<file path="config.mk">
export PLATFORM = sky130hd
export DESIGN_NAME = mem_req_arbiter
export DESIGN_NICKNAME = d
export VERILOG_FILES = /design/src/rtl/mem_req_arbiter.sv
export SDC_FILE = /design/constraint.sdc
export NUM_CORES = 1
export LEC_CHECK = 0
export ABC_AREA = 1
export BUFFER_PORTS_ARGS = -buffer_cell sky130_fd_sc_hd__buf_2
export CAP_MARGIN = 20
export CELL_PAD_IN_SITES_DETAIL_PLACEMENT = 1
export CELL_PAD_IN_SITES_GLOBAL_PLACEMENT = 2
export CORE_AREA = 4 4 308 310
export DETAILED_ROUTE_END_ITERATION = 6
export DIE_AREA = 0 0 312 314
export GPL_ROUTABILITY_DRIVEN = 0
export PLACE_DENSITY = 0.51
export SYNTH_ARGS = -nofsm -noshare
export SYNTH_HDL_FRONTEND = slang
export SYNTH_SLANG_ARGS = --single-unit
</file>
<file path="constraint.sdc">
create_clock -name clk_in -period 4.7 [get_ports clk_in]
set_input_delay 0.705 -clock clk_in [delete_from_list [all_inputs] [get_ports clk_in]]
set_output_delay 0.705 -clock clk_in [all_outputs]
set_load 0.05 [all_outputs]
</file>
<file path="src/rtl/mem_req_arbiter.sv">
// Round-robin, packet-atomic arbiter that merges N_REQ AXIS-style request
// lanes into one memory request lane. It tracks every forwarded read in a
// tag FIFO so that the single-beat read responses can be steered back, in
// order, to the requester that issued them.
module mem_req_arbiter #(
  parameter int unsigned N_REQ     = 2,
  parameter int unsigned TAG_DEPTH = 16,
  parameter int unsigned DATA_W    = 128
) (
  input  logic                            clk_in,
  input  logic                            rst_in,
  input  logic [DATA_W-1:0]               req_axis_data  [N_REQ],
  input  logic                            req_axis_tuser [N_REQ],
  input  logic                            req_axis_valid [N_REQ],
  output logic                            req_axis_ready [N_REQ],
  output logic [DATA_W-1:0]               out_axis_data,
  output logic                            out_axis_tuser,
  output logic                            out_axis_valid,
  input  logic                            out_axis_ready,
  input  logic [DATA_W-1:0]               in_axis_data,
  input  logic                            in_axis_tuser,
  input  logic                            in_axis_valid,
  output logic                            in_axis_ready,
  output logic [DATA_W-1:0]               resp_axis_data  [N_REQ],
  output logic                            resp_axis_tuser [N_REQ],
  output logic                            resp_axis_valid [N_REQ],
  input  logic                            resp_axis_ready [N_REQ],
  output logic [$clog2(TAG_DEPTH+1)-1:0]  outstanding,
  output logic                            proto_err
);

  localparam int unsigned IDX_W = (N_REQ > 1) ? $clog2(N_REQ) : 1;
  localparam int unsigned PTR_W = (TAG_DEPTH > 1) ? $clog2(TAG_DEPTH) : 1;
  localparam int unsigned CNT_W = $clog2(TAG_DEPTH + 1);

  typedef enum logic [1:0] {
    S_IDLE,
    S_HEAD,
    S_DATA
  } state_t;

  state_t           state;
  logic [IDX_W-1:0] g;
  logic [IDX_W-1:0] rr_ptr;
  logic [IDX_W-1:0] next_ptr;

  logic [IDX_W-1:0] tag_mem [TAG_DEPTH];
  logic [PTR_W-1:0] wr_ptr;
  logic [PTR_W-1:0] rd_ptr;
  logic [CNT_W-1:0] count;
  logic [IDX_W-1:0] head_tag;
  logic             fifo_empty;
  logic             fifo_full;

  logic [N_REQ-1:0] eligible;
  logic [N_REQ-1:0] stray;
  logic             win_found;
  logic [IDX_W-1:0] win_idx;
  logic [IDX_W-1:0] scan_idx;

  logic             out_hs;
  logic             push;
  logic             pop;

  assign fifo_empty  = (count == '0);
  assign fifo_full   = (count == CNT_W'(TAG_DEPTH));
  assign head_tag    = tag_mem[rd_ptr];
  assign outstanding = count;
  assign next_ptr    = (32'(g) == N_REQ - 1) ? '0 : g + IDX_W'(1);

  assign out_hs = out_axis_valid & out_axis_ready;
  assign push   = (state == S_HEAD) & out_hs & ~out_axis_data[0];
  assign pop    = in_axis_valid & in_axis_ready;

  // Per-requester grant eligibility; a read header needs a free tag slot.
  always_comb begin
    for (int unsigned i = 0; i < N_REQ; i++) begin
      eligible[i] = req_axis_valid[i] & req_axis_tuser[i] &
                    (req_axis_data[i][0] | ~fifo_full);
      stray[i]    = req_axis_valid[i] & ~req_axis_tuser[i];
    end
  end

  // Round-robin scan starting at rr_ptr; first eligible index wins.
  always_comb begin
    win_found = 1'b0;
    win_idx   = '0;
    scan_idx  = '0;
    for (int unsigned k = 0; k < N_REQ; k++) begin
      scan_idx = IDX_W'((32'(rr_ptr) + k) % N_REQ);
      if (!win_found && eligible[scan_idx]) begin
        win_found = 1'b1;
        win_idx   = scan_idx;
      end
    end
  end

  // Request passthrough from the granted requester while a packet is open.
  always_comb begin
    out_axis_data  = req_axis_data[g];
    out_axis_tuser = req_axis_tuser[g];
    out_axis_valid = (state != S_IDLE) & req_axis_valid[g];
    for (int unsigned i = 0; i < N_REQ; i++) begin
      req_axis_ready[i] = (state != S_IDLE) && (IDX_W'(i) == g) && out_axis_ready;
    end
  end

  // Response steering to the requester at the head of the tag FIFO.
  always_comb begin
    for (int unsigned i = 0; i < N_REQ; i++) begin
      resp_axis_data[i]  = in_axis_data;
      resp_axis_tuser[i] = in_axis_tuser;
      resp_axis_valid[i] = in_axis_valid & ~fifo_empty & (head_tag == IDX_W'(i));
    end
    in_axis_ready = ~fifo_empty & resp_axis_ready[head_tag];
  end

  // Grant FSM, round-robin pointer and sticky protocol error flag.
  always_ff @(posedge clk_in) begin
    if (rst_in) begin
      state     <= S_IDLE;
      g         <= '0;
      rr_ptr    <= '0;
      proto_err <= 1'b0;
    end else begin
      if ((state == S_IDLE) && (|stray)) proto_err <= 1'b1;
      if (in_axis_valid && fifo_empty) proto_err <= 1'b1;
      case (state)
        S_IDLE: begin
          if (win_found) begin
            g     <= win_idx;
            state <= S_HEAD;
          end
        end
        S_HEAD: begin
          if (out_hs) begin
            if (out_axis_data[0]) begin
              state <= S_DATA;
            end else begin
              rr_ptr <= next_ptr;
              state  <= S_IDLE;
            end
          end
        end
        S_DATA: begin
          if (out_hs) begin
            // A header-flagged beat here is still forwarded as the data beat.
            if (out_axis_tuser) proto_err <= 1'b1;
            rr_ptr <= next_ptr;
            state  <= S_IDLE;
          end
        end
        default: state <= S_IDLE;
      endcase
    end
  end

  // Tag FIFO of requester indices for in-flight reads.
  always_ff @(posedge clk_in) begin
    if (rst_in) begin
      wr_ptr <= '0;
      rd_ptr <= '0;
      count  <= '0;
    end else begin
      if (push) begin
        tag_mem[wr_ptr] <= g;
        wr_ptr          <= wr_ptr + PTR_W'(1);
      end
      if (pop) rd_ptr <= rd_ptr + PTR_W'(1);
      case ({push, pop})
        2'b10:   count <= count + CNT_W'(1);
        2'b01:   count <= count - CNT_W'(1);
        default: count <= count;
      endcase
    end
  end

endmodule
</file>
# [After elaboration in Yosys (flattened, before gate mapping)]
# Memory sizes are Yosys's and may differ from the RTL's. A register that Yosys moved wholly into a read port is not among the register bits.
# Index checks and enable logic that the tools add are counted.
[word_totals] register_bits=18 in_bits=395 wordCells=111 memories=1 mem_bits_rw=16 output_inout_bits=399
[classes] add_sub_neg=6 eq_ne=9 n_mux=41 magnitude_cmp=4 n_bitwise=26 n_reduce_logical=17
[mem_list] name="tag_mem" words=16 width=1 read_ports=1 rd_clocked_by_memory_dff=1 wr=1 line="47" source="logic [IDX_W-1:0] tag_mem [TAG_DEPTH];"
[op_table] cell="2-to-1 mux 128 bit" n=3
[op_table] cell="2-to-1 mux 1 bit" n=29
[op_table] cell="bitwise AND 1 bit" n=15
[op_table] cell="one-hot mux 5 bit (2 select lines)" n=1
[op_table] cell="adder 4 x 1 -> 4 bit, second input constant" n=2
[op_table] cell="2-to-1 mux 2 bit" n=4
[op_table] cell="2-to-1 mux 4 bit" n=2
[op_table] cell="inequality test 2 bit, second input constant" n=4
[op_table] cell="logical AND 1 bit" n=7
[op_table] cell="NOT 1 bit" n=7
[op_table] cell="one-hot mux 2 bit (3 select lines)" n=1
[op_table] cell="nonzero test 2 bit" n=3
[op_table] cell="adder 5 x 1 -> 5 bit, second input constant" n=1
[op_table] cell="equality test 5 bit, second input constant" n=1
[op_table] cell="zero test 5 bit" n=1
[op_table] cell="subtractor 5 x 1 -> 5 bit, second input constant" n=1
[op_table] cell="equality test 2 x 1 -> 1 bit, second input constant" n=2
[op_table] cell="equality test 2 bit, second input constant" n=2
[op_table] cell=">= comparator 2 bit, second input constant" n=2
[op_table] cell="< comparator 1 x 2 -> 1 bit, second input constant" n=2
[op_table] cell="NOT 1 -> 2 bit" n=2
[op_table] cell="AND reduction 4 bit" n=1
[op_table] cell="AND reduction 3 bit" n=1
[op_table] cell="adder 1 bit, second input constant" n=2
[op_table] cell="other kinds (6)" n=7

# [Depth between registers and ports, before layout]
[depth] ltp_word=12 mapped_depth=23 depth_no_buf=22

# [Least setup slack after synthesis]
# OpenSTA, ideal clock, no wires.
[synth_path] path_kind="input -> register" from="input port req_axis_valid[0] (netlist bit)" to="register count[4] (netlist: outstanding[4])" setup_slack_ps=1948 t_arrival_ps=2643 setup_ps=109 path_stages=16 cell_sequence="nand2_2 a21oi_4 nand2_2 nor3b_2 nand2_2 ha_1 xor2_1 ha_1 inv_1 nand2_2 nand2_1 nand2_1 nand2_1 nand3_1 nand2_1 inv_1"
[synth_via] elab_chain_len=9 elab_cells_between_ends=11 cone_classes="2 x eq/ne; 4 x mux; 4 x bitwise; 1 x reduce/logical"
[synth_rtl] element="start, declared" line="14" source="input logic req_axis_valid [N_REQ],"
[synth_rtl] element="2-to-1 mux 1 bit (implied by the code) (*) (3 in series)" line="102" source="out_axis_valid = (state != S_IDLE) & req_axis_valid[g];"
[synth_rtl] element="bitwise AND 1 bit (*)" line="102"
[synth_rtl] element="via out_axis_valid" line="18" source="output logic out_axis_valid,"
[synth_rtl] element="bitwise AND 1 bit (*)" line="71" source="assign out_hs = out_axis_valid & out_axis_ready;"
[synth_rtl] element="bitwise AND 1 bit (*) (2 in series)" line="72" source="assign push = (state == S_HEAD) & out_hs & ~out_axis_data[0];"
[synth_rtl] element="equality test 2 x 1 -> 1 bit or equality test 2 bit (tied branches)" line="170" source="case ({push, pop})"
[synth_rtl] element="one-hot mux 5 bit (2 select lines) or nonzero test 2 bit (tied branches)"
[synth_rtl] element="end signal, assigned" line="171" source="2'b10: count <= count + CNT_W'(1);"
[synth_rtl] element="end signal, assigned" line="172" source="2'b01: count <= count - CNT_W'(1);"
[synth_rtl] element="end signal, assigned" line="173" source="default: count <= count;"
[synth_rtl] element="end, declared" line="50" source="logic [CNT_W-1:0] count;"
# The timed path passes the listed nets; every way through them passes the cells marked *. The select of a mux whose other input is x is not followed.
# A chain may end at the register's enable or synchronous reset.

# [Worst setup path in the final report]
[layout_path] from="register g" to="output port out_axis_data[67]"
[layout_via] elab_chain_len=4
[layout_rtl] element="start, declared" line="43" source="logic [IDX_W-1:0] g;"
[layout_rtl] element="start signal, assigned" line="131" source="g <= win_idx;"
[layout_rtl] element="NOT 1 -> 2 bit (implied by the code)" line="100" source="out_axis_data = req_axis_data[g];"
[layout_rtl] element="2-to-1 mux 128 bit (implied by the code) (3 in series)" line="100"
[layout_rtl] element="end, declared" line="16" source="output logic [DATA_W-1:0] out_axis_data,"
# No other way between the ends. The select of a mux whose other input is x is not followed.

==> run metrics <==
Max Cap Viol=0; overall global routing resource usage=6.683%; sum of routed wire length over all layers=approximately 35 mm; Placement Rows=111; flip-flop and latch count after synthesis=38; Highest Clock Rate=roughly 340 MHz; insertion delay of the later-clocked pin in the worst-skew pair=280 ps; CTS max path bufs=2; maximum ir drop on the vdd rail=slightly above 0.2 mV; setup TNS=0 ps; total count of hold-check failures in the final report=0; slowest cell on the critical path=dfxtp_4; Detail Route Antenna Nets=0; detailed placement HPWL=31.08 mm; Placed Cells incl. Taps=between 2000 and 2500; mean number of vias per cell=2.688; TritonCTS Sinks=38; die area=97970 um^2; Synthesis Warnings=0; DRC=0; worst-path cell chain=buf_12, nand2_1, nand2_1, buf_2; cts bufs inserted=5; clock-pin slew on the worst setup and hold paths=60 ps; antenna violations before repair=14; hold buffer count at CTS=0; transition time at the pin with the least slew margin=974.8 ps; met2 WL=between 15 and 20 mm; average routed wire per standard cell=15.69 um; critical path type=flip-flop to primary output; PwrDens=301.5 nW/um^2; Mapped Nets=1331; critical path fanouts, max=between 100 and 150; CTS Root Cell=clkbuf_16; total setup violations reported at the end of the flow=0; Resized cells post-CTS=0; kind of start point of the critical path=flip-flop; relative area change from synthesis to final layout=30.59%; gate count of the mapped netlist=about 930; most common cell after layout, fill and taps aside=nand2_1; routed metal-1 wirelength=~14 mm; grt ovf=0; setup skew after layout=4.146 ps; Period Utilization, post-route=approximately 62%; vias in the first global route=around 6500; die extent in y=314 um; Crit. End Element=primary output; launch instance of the worst min-delay path=rr_ptr$_SDFFE_PP0P_; Post-layout nets=between 1000 and 1500; Syn Std Cell Area=between 5000 and 6000 um^2; clock tree from TritonCTS=yes; number of levels the H-tree was split into=2; number of search-and-repair iterations in the first detailed-routing pass=5; shortest clock period the worst path allows after layout=2915 ps; Required @ worst endpoint=~4000 ps; number of fill cells=11366; arrival time of data at the critical path endpoint=roughly 2200 ps; highest metal layer used by the detailed router=met5; distinct cell type count of the synthesized netlist=35; P_leak=roughly 3.7 nW; core footprint=91660 um^2; largest stage delay on the critical path=410 ps; Register-to-Register Setup Slack=~2000 ps; slew margin rel.=35.01%; Crit. Startpoint=g$_SDFFE_PP0P_; most used cell, CP=nand2_1; result of the run=completed; worst hold path type=flip-flop to flip-flop; met3 wire len=about 5.7 mm; Die X=312 um; maximum number of pins on one net before global-route repair=between 100 and 150; part of the Yosys area used for sequential elements=around 17%; Final Instance Count excl. Fillers=about 2200; First DRT Iteration DRCs=272; number of buffer cells added on primary ports=406; setup repair after global routing missed its margin=no; first-pass GRT wire length=47.72 mm; share of cells above drive strength 1=41.33%; via count=6035; Design Power=2.170 mW; Setup Fix Bufs, Post-CTS=0; Final Max Slew Viols=0; ports placed on the boundary=794; commonest cells after routing, fill and taps aside=nand2_1 (426), buf_2 (406), inv_1 (44); mean cell area of the mapped netlist=approximately 6 um^2; effective utilization at floorplan=6.014%
==> routing by layer <==
metal  GRT usage [%]  vias to the layer above
li1                -                     2803
met4          0.3361                        8
met3           4.812                       29
met5           1.285                        -
met1           7.643                     2652
met2           10.50                      543
==> cell families (layout without fill, tap and decap cells) <==
logic type / after synthesis / after routing / synth area share, %
DFF: 38 / 38 / 16.70
AOI/OAI and AO/OA: 36 / 36 / 3.722
xor gates and xnor gates: 5 / 5 / 0.7943
and+or+nand+nor: 502 / 502 / 35.91
other: 0 / 4 / 0
buffers and inverters: 339 / 466 / 41.06
adders and majority gates: 8 / 8 / 1.816
==> synthesized netlist by cell type (all sizes together) <==
library cell	instances	area (um^2)
nand2	432	1637
buf	262	1967
inv	47	178.9
nor2	37	151.4
clkbuf	28	105.1
dfxtp	22	440.4
nand3	22	110.1
a21oi	17	96.35
edfxtp	16	480.5
o21ai	13	65.06
ha	8	100.1
nor3	5	25.02
xor2	4	35.03
nand4	3	31.28
clkinv	2	12.51
o211ai	2	15.01
a21boi	1	7.510
a221oi	1	8.760
a31oi	1	6.260
nor3b	1	12.51
nor4	1	6.260
o22ai	1	6.260
or2	1	6.260
xnor2	1	8.760
==> final timing paths <==
check                                      to  cells after the start
hold reg to reg           rr_ptr$_SDFFE_PP0P_                      2
setup / recovery            out_axis_data[67]                      4
setup reg to reg  outstanding[4]$_SDFFE_PP0P_                     20
hold / removal            rr_ptr$_SDFFE_PP0P_                      2
==> final cells by class <==
class / count / area [um^2] / share of cell area [%]
Clock buffer: 5 / 125.1 / 1.738
Timing Repair Buffer: 409 / 2067 / 28.71
Sequential cell: 38 / 924.6 / 12.84
Clock inverter: 3 / 68.82 / 0.9559
Antenna cell: 4 / 10.01 / 0.1390
Tap cell: 1186 / 1484 / 20.61
Multi-Input combinational cell: 551 / 2328 / 32.34
Inverter: 49 / 191.4 / 2.659
==> critical path, delay by kind of cell, from the launching register on <==
family / cells / cell delay (ps)
flops: 1 / 410
simple gates: 2 / 510
buf+inv: 2 / 610
==> power by group <==
part           total [mW]  leakage, nW  switching [mW]  internal, mW
Clock               0.450       0.0940           0.145         0.305
Combinational        1.29         3.28           0.961         0.326
Sequential          0.433        0.326          0.0531         0.380
==> metrics by stage <==
stage	hold slack [ps]	utilization [%]	worst slack [ps]	area, um^2
after floorplan	428.4	-	1948	5513
after global placement	448.4	7.632	1885	6995
after detailed placement	456.3	7.632	1879	6995
after CTS	465.5	7.843	1745	7189
after global routing	486.1	7.843	1649	7189
final	458.3	7.854	1785	7199
Note: power is estimated with default switching activity, not from simulation.
